[src/rtl/mat_mul_pkg.sv]
`default_nettype none
// ============================================================================
// Module      : mat_mul_pkg
// Description : Constants shared by the 2x2 matrix multiplier result path:
//               word count, word index names, result width and the
//               encodings of the serializer read-FSM states.
// Revision    : 1.0 - initial release
// ============================================================================
package mat_mul_pkg;

    localparam int MAT_WORDS = 4;
    localparam int WORD_IDX_W = 2;

    // Position of each result word inside a matrix and on out_idx
    localparam int IDX_W = 0;
    localparam int IDX_X = 1;
    localparam int IDX_Y = 2;
    localparam int IDX_Z = 3;

    localparam int RES_W = 32;

    // Read FSM state encodings
    localparam logic [0:0] RS_EMPTY = 1'b0;
    localparam logic [0:0] RS_SEND  = 1'b1;

endpackage : mat_mul_pkg
`default_nettype wire

[src/rtl/mat_result_fifo.sv]
`default_nettype none
// ============================================================================
// Module      : mat_result_fifo
// Description : DEPTH-entry queue of whole matrices (MAT_WORDS words each).
//               Push and pop may occur together, including when full; the
//               caller only pushes when a slot is free or is being freed.
// Revision    : 1.0 - initial release
// ============================================================================
module mat_result_fifo
    import mat_mul_pkg::*;
#(
    parameter int DATA_W = RES_W,
    parameter int DEPTH  = 4,
    parameter int PTR_W  = $clog2(DEPTH),
    parameter int CNT_W  = $clog2(DEPTH) + 1
) (
    input  logic                        clk,
    input  logic                        reset,
    input  logic                        push,
    input  logic                        pop,
    input  logic [MAT_WORDS*DATA_W-1:0] wdata,
    output logic [MAT_WORDS*DATA_W-1:0] rdata,
    output logic                        full,
    output logic                        empty,
    output logic [CNT_W-1:0]            count
);

    logic [MAT_WORDS*DATA_W-1:0] r_mem [DEPTH];
    logic [PTR_W-1:0]            r_wr_ptr;
    logic [PTR_W-1:0]            r_rd_ptr;
    logic [CNT_W-1:0]            r_count;

    // Matrix storage; contents are only meaningful below the occupancy
    always_ff @(posedge clk) begin
        if (push) begin
            r_mem[r_wr_ptr] <= wdata;
        end
    end

    // Pointers wrap naturally because DEPTH is a power of two
    always_ff @(posedge clk or posedge reset) begin
        if (reset) begin
            r_wr_ptr <= '0;
            r_rd_ptr <= '0;
            r_count  <= '0;
        end else begin
            if (push) begin
                r_wr_ptr <= r_wr_ptr + PTR_W'(1);
            end
            if (pop) begin
                r_rd_ptr <= r_rd_ptr + PTR_W'(1);
            end
            if (push && !pop) begin
                r_count <= r_count + CNT_W'(1);
            end else if (pop && !push) begin
                r_count <= r_count - CNT_W'(1);
            end
        end
    end

    assign rdata = r_mem[r_rd_ptr];
    assign full  = (r_count == CNT_W'(DEPTH));
    assign empty = (r_count == '0);
    assign count = r_count;

endmodule : mat_result_fifo
`default_nettype wire

[src/rtl/mat_result_serializer.sv]
`default_nettype none
// ============================================================================
// Module      : mat_result_serializer
// Description : Captures finished 2x2 result matrices into a small queue and
//               streams them one word per beat (w,x,y,z) over valid/ready,
//               flagging the last word and counting matrices dropped while
//               the queue is full.
// Revision    : 1.0 - initial release
// ============================================================================
module mat_result_serializer
    import mat_mul_pkg::*;
#(
    parameter int DATA_W = RES_W,
    parameter int DEPTH  = 4,
    parameter int DROP_W = 8
) (
    input  logic                  clk,
    input  logic                  reset,
    input  logic                  in_valid,
    input  logic [DATA_W-1:0]     w,
    input  logic [DATA_W-1:0]     x,
    input  logic [DATA_W-1:0]     y,
    input  logic [DATA_W-1:0]     z,
    output logic                  can_accept,
    output logic                  out_valid,
    input  logic                  out_ready,
    output logic [DATA_W-1:0]     out_data,
    output logic [WORD_IDX_W-1:0] out_idx,
    output logic                  out_last,
    output logic [DROP_W-1:0]     drop_cnt,
    input  logic                  drop_clr
);

    localparam int CNT_W = $clog2(DEPTH) + 1;

    logic [0:0]                  r_state;
    logic [WORD_IDX_W-1:0]       r_out_idx;
    logic                        r_out_last;
    logic [DROP_W-1:0]           r_drop_cnt;

    logic [MAT_WORDS*DATA_W-1:0] w_rdata;
    logic                        w_full;
    logic                        w_empty;
    logic [CNT_W-1:0]            w_count;
    logic                        w_handshake;
    logic                        w_pop;
    logic                        w_push;
    logic                        w_drop;
    logic                        w_last_empties;
    logic [DATA_W-1:0]           w_words [MAT_WORDS];

    // A slot freed by the final-word pop this cycle can take the new matrix
    assign w_handshake    = (r_state == RS_SEND) && out_ready;
    assign w_pop          = w_handshake && (r_out_idx == WORD_IDX_W'(IDX_Z));
    assign w_push         = in_valid && (!w_full || w_pop);
    assign w_drop         = in_valid && w_full && !w_pop;
    assign w_last_empties = w_pop && !w_push && (w_count == CNT_W'(1));

    mat_result_fifo #(
        .DATA_W (DATA_W),
        .DEPTH  (DEPTH)
    ) u_fifo (
        .clk    (clk),
        .reset  (reset),
        .push   (w_push),
        .pop    (w_pop),
        .wdata  ({w, x, y, z}),
        .rdata  (w_rdata),
        .full   (w_full),
        .empty  (w_empty),
        .count  (w_count)
    );

    // Split the stored matrix back into words; w sits in the top slice
    for (genvar gi = 0; gi < MAT_WORDS; gi++) begin : g_word
        assign w_words[gi] = w_rdata[(MAT_WORDS-1-gi)*DATA_W +: DATA_W];
    end

    // Read FSM: presents the head matrix word by word, outputs registered
    always_ff @(posedge clk or posedge reset) begin
        if (reset) begin
            r_state    <= RS_EMPTY;
            r_out_idx  <= '0;
            r_out_last <= 1'b0;
        end else begin
            case (r_state)
                RS_EMPTY: begin
                    if (w_push || !w_empty) begin
                        r_state <= RS_SEND;
                    end
                end
                RS_SEND: begin
                    if (w_handshake) begin
                        r_out_idx  <= r_out_idx + WORD_IDX_W'(1);
                        r_out_last <= (r_out_idx == WORD_IDX_W'(IDX_Y));
                        if (w_last_empties) begin
                            r_state <= RS_EMPTY;
                        end
                    end
                end
                default: begin
                    r_state <= RS_EMPTY;
                end
            endcase
        end
    end

    // Saturating count of discarded matrices; clear wins over increment
    always_ff @(posedge clk or posedge reset) begin
        if (reset) begin
            r_drop_cnt <= '0;
        end else if (drop_clr) begin
            r_drop_cnt <= '0;
        end else if (w_drop && (r_drop_cnt != {DROP_W{1'b1}})) begin
            r_drop_cnt <= r_drop_cnt + DROP_W'(1);
        end
    end

    assign can_accept = !w_full;
    assign out_valid  = (r_state == RS_SEND);
    assign out_data   = w_words[r_out_idx];
    assign out_idx    = r_out_idx;
    assign out_last   = r_out_last;
    assign drop_cnt   = r_drop_cnt;

endmodule : mat_result_serializer
`default_nettype wire

[config.mk]
export PLATFORM = sky130hd
export DESIGN_NAME = mat_result_serializer
export DESIGN_NICKNAME = d
export VERILOG_FILES = /design/src/rtl/mat_mul_pkg.sv /design/src/rtl/mat_result_fifo.sv /design/src/rtl/mat_result_serializer.sv
export SDC_FILE = /design/constraint.sdc
export NUM_CORES = 1
export LEC_CHECK = 0
export CAP_MARGIN = 20
export CORE_UTILIZATION = 62
export CTS_CLUSTER_SIZE = 28
export DETAILED_ROUTE_END_ITERATION = 10
export HOLD_SLACK_MARGIN = 0.15
export MAX_ROUTING_LAYER = met4
export PLACE_DENSITY = 0.85
export SLEW_MARGIN = 15
export SYNTH_ARGS = -nofsm -noshare
export SYNTH_HDL_FRONTEND = slang
export SYNTH_SLANG_ARGS = --single-unit
[constraint.sdc]
create_clock -name clk -period 9.9 [get_ports clk]
set_input_delay 1.98 -clock clk [delete_from_list [all_inputs] [get_ports clk]]
set_output_delay 1.98 -clock clk [all_outputs]
set_load 0.005 [all_outputs]
Word-level counts from Yosys, hierarchy flattened
Memory sizes are Yosys's and may differ from the RTL's.
Index checks and enable logic that the tools add are counted.

operators by class
  eq/ne operators = 5
  bitwise logic cells = 2
  magnitude comparators = 1
  $mul = 0
  div/mod/pow operators = 0
  add/subtract/negate cells = 6
  reductions and logical operators = 19
  shift-type cells = 0
  multiplexer cells = 13

operators with widths
  operator                                          count
  binary-select mux 32 bit (select 2 bit)           1
  two-way mux 32 bit                                2
  two-way mux 8 bit                                 2
  logical AND 1 bit                                 9
  adder 8 x 1 -> 8 bit, second input constant       1
  inequality test 8 bit, second input constant      1
  adder 2 x 1 -> 2 bit, second input constant       3
  two-way mux 3 bit                                 2
  two-way mux 1 bit                                 5
  == test 2 bit, second input constant              2
  zero test 1 bit                                   4
  nonzero test 2 bit                                2
  adder 3 x 1 -> 3 bit, second input constant       1
  == test 3 x 1 -> 1 bit, second input constant     1
  == test 3 bit, second input constant              1
  >= comparator 3 bit, second input constant        1
  zero test 3 bit                                   1
  NOT 2 -> 3 bit                                    1
  subtractor 3 x 1 -> 3 bit, second input constant  1
  logical OR 1 bit                                  2
  one-hot mux 1 bit (2 select lines)                1
  AND reduction 2 bit                               1
  NOT 1 bit                                         1

storage, ports and cells
  bits in writable memories = 512
  memories kept = 1
  logic and storage cells = 54
  bits in read-only memories = 0
  bits in registers = 19
  latch bits = 0

memories
  memory        depth  width  rd ports  clocked after memory_dff  wr ports  line                   RTL
  u_fifo.r_mem  4      128    1         0                         1         mat_result_fifo.sv:28  logic [MAT_WORDS*DATA_W-1:0] r_mem [DEPTH];

Longest topological paths before layout
  depth after elaboration = 10
  mapped depth = 9
  depth with buffers taken out = 8

Cells and area by module
A second synthesis with hierarchy kept.

unflattened totals
  cells, all modules = 807
  area, all modules = 20,278.2 um^2

modules (own cells, without submodules)
  module                 instances  area each (um^2)  cells an instance
  mat_result_fifo        1          18,865.6          704
  mat_result_serializer  1          1,412.6           103

Worst setup path after synthesis
Ideal clock, no wire load.

  kind = in2reg
  start point = input out_ready
  end point = memory u_fifo.r_mem[0][0] (netlist bit), enable pin
  setup time = 0.503 ns
  setup slack = 3.852 ns
  required time = 9.397 ns
  arrival time = 5.545 ns
  stages on the path = 5
  buffers on the path = 1
  cell sequence = nand3_1 -> inv_1 -> o21a_1 -> buf_2 -> and2_1

on the way
  longest elaborated chain between the ends = 6

ends and longest elaborated chain
  element                                  line                         RTL
  start: declaration                       mat_result_serializer.sv:26  input logic out_ready,
  logical AND 1 bit                        mat_result_serializer.sv:53  assign w_handshake = (r_state == RS_SEND) && out_ready;
  logical AND 1 bit                        mat_result_serializer.sv:54  assign w_pop = w_handshake && (r_out_idx == WORD_IDX_W'(IDX_Z));
  net u_fifo.pop                           mat_result_fifo.sv:20        input logic pop,
  logical OR 1 bit                         mat_result_serializer.sv:55  assign w_push = in_valid && (!w_full || w_pop);
  logical AND 1 bit                        mat_result_serializer.sv:55
  net u_fifo.push                          mat_result_fifo.sv:19        input logic push,
  two-way mux 1 bit                        mat_result_fifo.sv:35        if (push) begin
  two-way mux 1 bit (implied by the code)  mat_result_fifo.sv:36        r_mem[r_wr_ptr] <= wdata;
  end: declaration                         mat_result_fifo.sv:28

The timed path passes the listed nets, and every way through them passes these cells.

Worst setup path after layout
  start point = register u_fifo.r_rd_ptr[1]
  end point = output out_data[18]

on the way
  longest elaborated chain between the ends = 4

ends and longest elaborated chain
  element                                                line                          RTL
  start: declaration                                     mat_result_fifo.sv:30         logic [PTR_W-1:0] r_rd_ptr;
  start signal: assignment                               mat_result_fifo.sv:51         r_rd_ptr <= r_rd_ptr + PTR_W'(1);
  memory (4 x 128 bit)                                   --
  binary-select mux 32 bit (select 2 bit)                mat_result_serializer.sv:121  assign out_data = w_words[r_out_idx];
  two-way mux 32 bit (implied by the code) (2 in a row)  mat_result_serializer.sv:121
  end: declaration                                       mat_result_serializer.sv:27   output logic [DATA_W-1:0] out_data,

Every way passes these cells. The select of a mux whose other input is x is not followed.

==> summary.md <==
| Metric | Value |
|---|---|
| CTS Buf Count | `50` |
| Crit path max-delay family | `buffers and inverters` |
| Critical Path AT | `3930 ps` |
| Unique masters post-synth | `31` |
| Share of cells above drive strength 1 | `0.1916` |
| Post-CTS sizing | `0` |
| Compound-cell area share of the yosys netlist | `0.02866` |
| Mapped Avg Cell Area | `22.71 um2` |
| Multiplexer share of the synthesized area | `0.1445` |
| Crit path kind | `flop to primary output` |
| RR Startpoint | `out_idx[1]$_DFFE_PP0P_` |
| Clock sinks | `531` |
| Most frequent cells in the layout | `512 x edfxtp_1, 177 x clkdlybuf4s50_1, 128 x mux4_2` |
| Syn. warnings | `0` |
| Crit-path cells | `buf_4 > mux4_2 > a22oi_1 > nand2_1 > clkdlybuf4s50_1` |
| GPL Wtd Cong | `0.7605` |
| Worst-path clk slew | `60 ps` |
| Worst min path class | `flop to flop` |
| Sequential share of power | `0.452` |
| Max Cap Viol | `0` |
| Worst path buffer plus inverter count | `2` |
| Post-synth EDFFs | `512` |
| Slowest cell delay on critical path | `1040 ps` |
| Startpoint types | `flop` |
| CTS Hold Bufs | `0` |
| Final Critical Period | `5914 ps` |
| Worst Path Required | `7920 ps` |
| DRC | `0` |
| Total GRT Usage | `0.2754` |
| Synth area leaders | `edfxtp_1 76%, mux4_2 14%, a22oi_1 2.4%` |
| Drt wl/cell | `between 20 and 30 um` |
| Port Buffers | `177` |
| DRT iter0 DRCs | `1081` |
| Slew HR | `0.3129` |
| Worst VDD drop | `0.0001711 V` |
| GRT overflow | `0` |
| Status | `completed` |
| PwrDens | `295.6 nW/um2` |
| Post-layout nets | `1229` |
| Comb power frac | `0.290` |
| Pleak | `0.007766 uW` |
| F_max | `169.1 MHz` |
| Sw Share | `0.2901` |
| Sequential fraction of the synthesis area | `0.7859` |
| CP startpoint | `u_fifo.r_rd_ptr[1]$_DFFE_PP0P_` |
| CP endpoint kind | `primary output` |
| H-tree Lvls | `2` |
| DRT antenna net count | `0` |
| Die Span Y | `182.4 um` |
| Via count | `approximately 10000` |
| Final setup viols | `0` |
| P&R area growth vs syn | `18.71%` |
| Post-synth ARST share | `0.03578` |
| Core Util, Final | `0.7529` |
| Syn_nets | `1034` |
| Synth top area share | `0.7623` |
| Dominant synthesized flop cell | `edfxtp_1` |
| Max Root-Sink Buffers | `3` |
| DIE AREA | `33260 um2` |
| Synth Area in Adders | `0.008065` |
| CP max-delay cell | `dfrtp_4` |
| Hold_sp | `u_fifo.count[2]$_DFFE_PP0P_` |
| Hold_ws | `approximately 530 ps` |
| RSZ-0062 raised after global routing | `false` |
| Largest net degree at the start of global routing | `67` |
| DP Wirelength | `22570 um` |
| Worst Path Max Fanout | `66` |
| Initial antenna violation count | `3` |
| Mapped Cells | `888` |
| Filler instances | `roughly 1600` |
| Clock root cell | `clkbuf_16` |
| Setup repair bufs after CTS | `0` |
| Vias in the first global route | `10550` |
| Clock network fraction of design power | `0.258` |
| First-pass DRT Iterations | `6` |
| CTS tree | `done` |
| Yosys top cell by area | `edfxtp_1` |
| Post-synth design cell area | `~20000 um2` |
| Initial Utilization | `0.6342` |
| Post-synthesis xor/xnor area fraction | `0.004343` |
| Max Slew Vio Count | `0` |
| Clock skew | `16.62 ps` |
| #FFs+latches synth | `~530` |
| Final Hold Fails | `0` |
| Internal Pwr Total | `around 5000 uW` |
| I/O pin count | `178` |
| Die W | `182.4 um` |
| Largest family of logic cells by synthesized area | `multiplexers` |
| Commonest non-fill, non-tap cell in the layout | `edfxtp_1` |
| Sw power | `roughly 2000 uW` |
| Setup TNS | `0 ps` |
| Simple-gate share of the synthesized area | `0.01514` |
| Worst-Margin Slew | `approximately 1000 ps` |
| Core ar. | `about 32000 um2` |
| Worst-Skew Late Latency | `570 ps` |
| First-pass GRT wire length | `63910 um` |
| Vias/cell | `around 6.4` |
| Final wirelength | `43370 um` |
| Cell row count | `65` |
| Fin crit share | `0.5974` |
-- cells in the mapped netlist (all sizes together), types with 6 or more instances --
| library cell | count |
|---|---|
| a22oi | 64 |
| and2 | 6 |
| buf | 20 |
| clkbuf | 25 |
| dfrtp | 19 |
| edfxtp | 512 |
| ha | 13 |
| inv | 9 |
| mux4 | 128 |
| nand2 | 41 |
| nor2 | 8 |
| o21ai | 6 |
| xnor2 | 6 |
-- cell type report --
| type | instances | area [um2] | area share |
|---|---|---|---|
| Sequential cell | 531 | 15860 | 0.6623 |
| Multi-Input combinational cell | 303 | 4081 | 0.1705 |
| Clock inverter | 26 | 249.0 | 0.01040 |
| Antenna cell | 5 | 12.51 | 0.0005226 |
| Tap cell | 435 | 544.3 | 0.02273 |
| Clock buffer | 60 | 1289 | 0.05383 |
| Inverter | 9 | 33.78 | 0.001411 |
| Timing Repair Buffer | 188 | 1874 | 0.07829 |
-- final timing paths --
kind                                                   to  cells after the start  slack, ps
setup reg to reg            u_fifo.r_mem[1][47]$_DFFE_PP_                      6       6190
hold / removal                u_fifo.count[2]$_DFFE_PP0P_                      1        530
max in group asynchronous  u_fifo.r_rd_ptr[1]$_DFFE_PP0P_                      2       7510
min in group asynchronous          out_idx[0]$_DFFE_PP0P_                      2       1850
setup / recovery                             out_data[18]                      5       3990
hold reg to reg               u_fifo.count[2]$_DFFE_PP0P_                      1        530
-- power by group through the flow --
stage | clock network, uW | logic [uW] | registers [uW]
floorplan | 0 | 1350 | 3120
global placement | 0 | 1980 | 3190
detailed placement | 0 | 2000 | 3230
CTS | 1840 | 2060 | 3200
global route | 1930 | 2180 | 3230
finish | 1820 | 2050 | 3200
-- per-layer routing --
metal | up-vias | global-route usage | part of all wire
li1 | 4138 | - | -
met4 | 0 | 0.08807 | 0.028
met1 | 5200 | 0.3380 | 0.36
met2 | 530 | 0.4730 | 0.53
met5 | - | - | 0
met3 | 85 | 0.04570 | 0.073
-- state kept, by name, indices dropped and copies added (netlist names) --
signal           cells
u_fifo.r_wr_ptr      2
u_fifo.count         3
u_fifo.r_mem       512
drop_cnt             8
out_valid            1
u_fifo.r_rd_ptr      2
out_idx              2
out_last             1
-- stage by stage --
stage               total power (uW)  setup slack, ps  area [um2]  cells
CTS                             7110             3774       23900   1551
finish                          7077             3986       23940   1557
floorplan                       4470             3852       20170    888
global route                    7348             3854       23940   1555
detailed placement              5228             4411       22360   1465
global placement                5165             4421       22360   1465
-- kinds of logic (layout without fill, tap and decap cells) --
kind of cell,count (synthesis),count (layout)
buffers and inverters,54,283
and+or+nand+nor,69,69
xor gates and xnor gates,10,10
DFF,531,531
muxes,131,131
AOI/OAI and AO/OA,80,80
other,0,5
adders and majority gates,13,13
No activity file was read; power rests on OpenSTA's default activity.
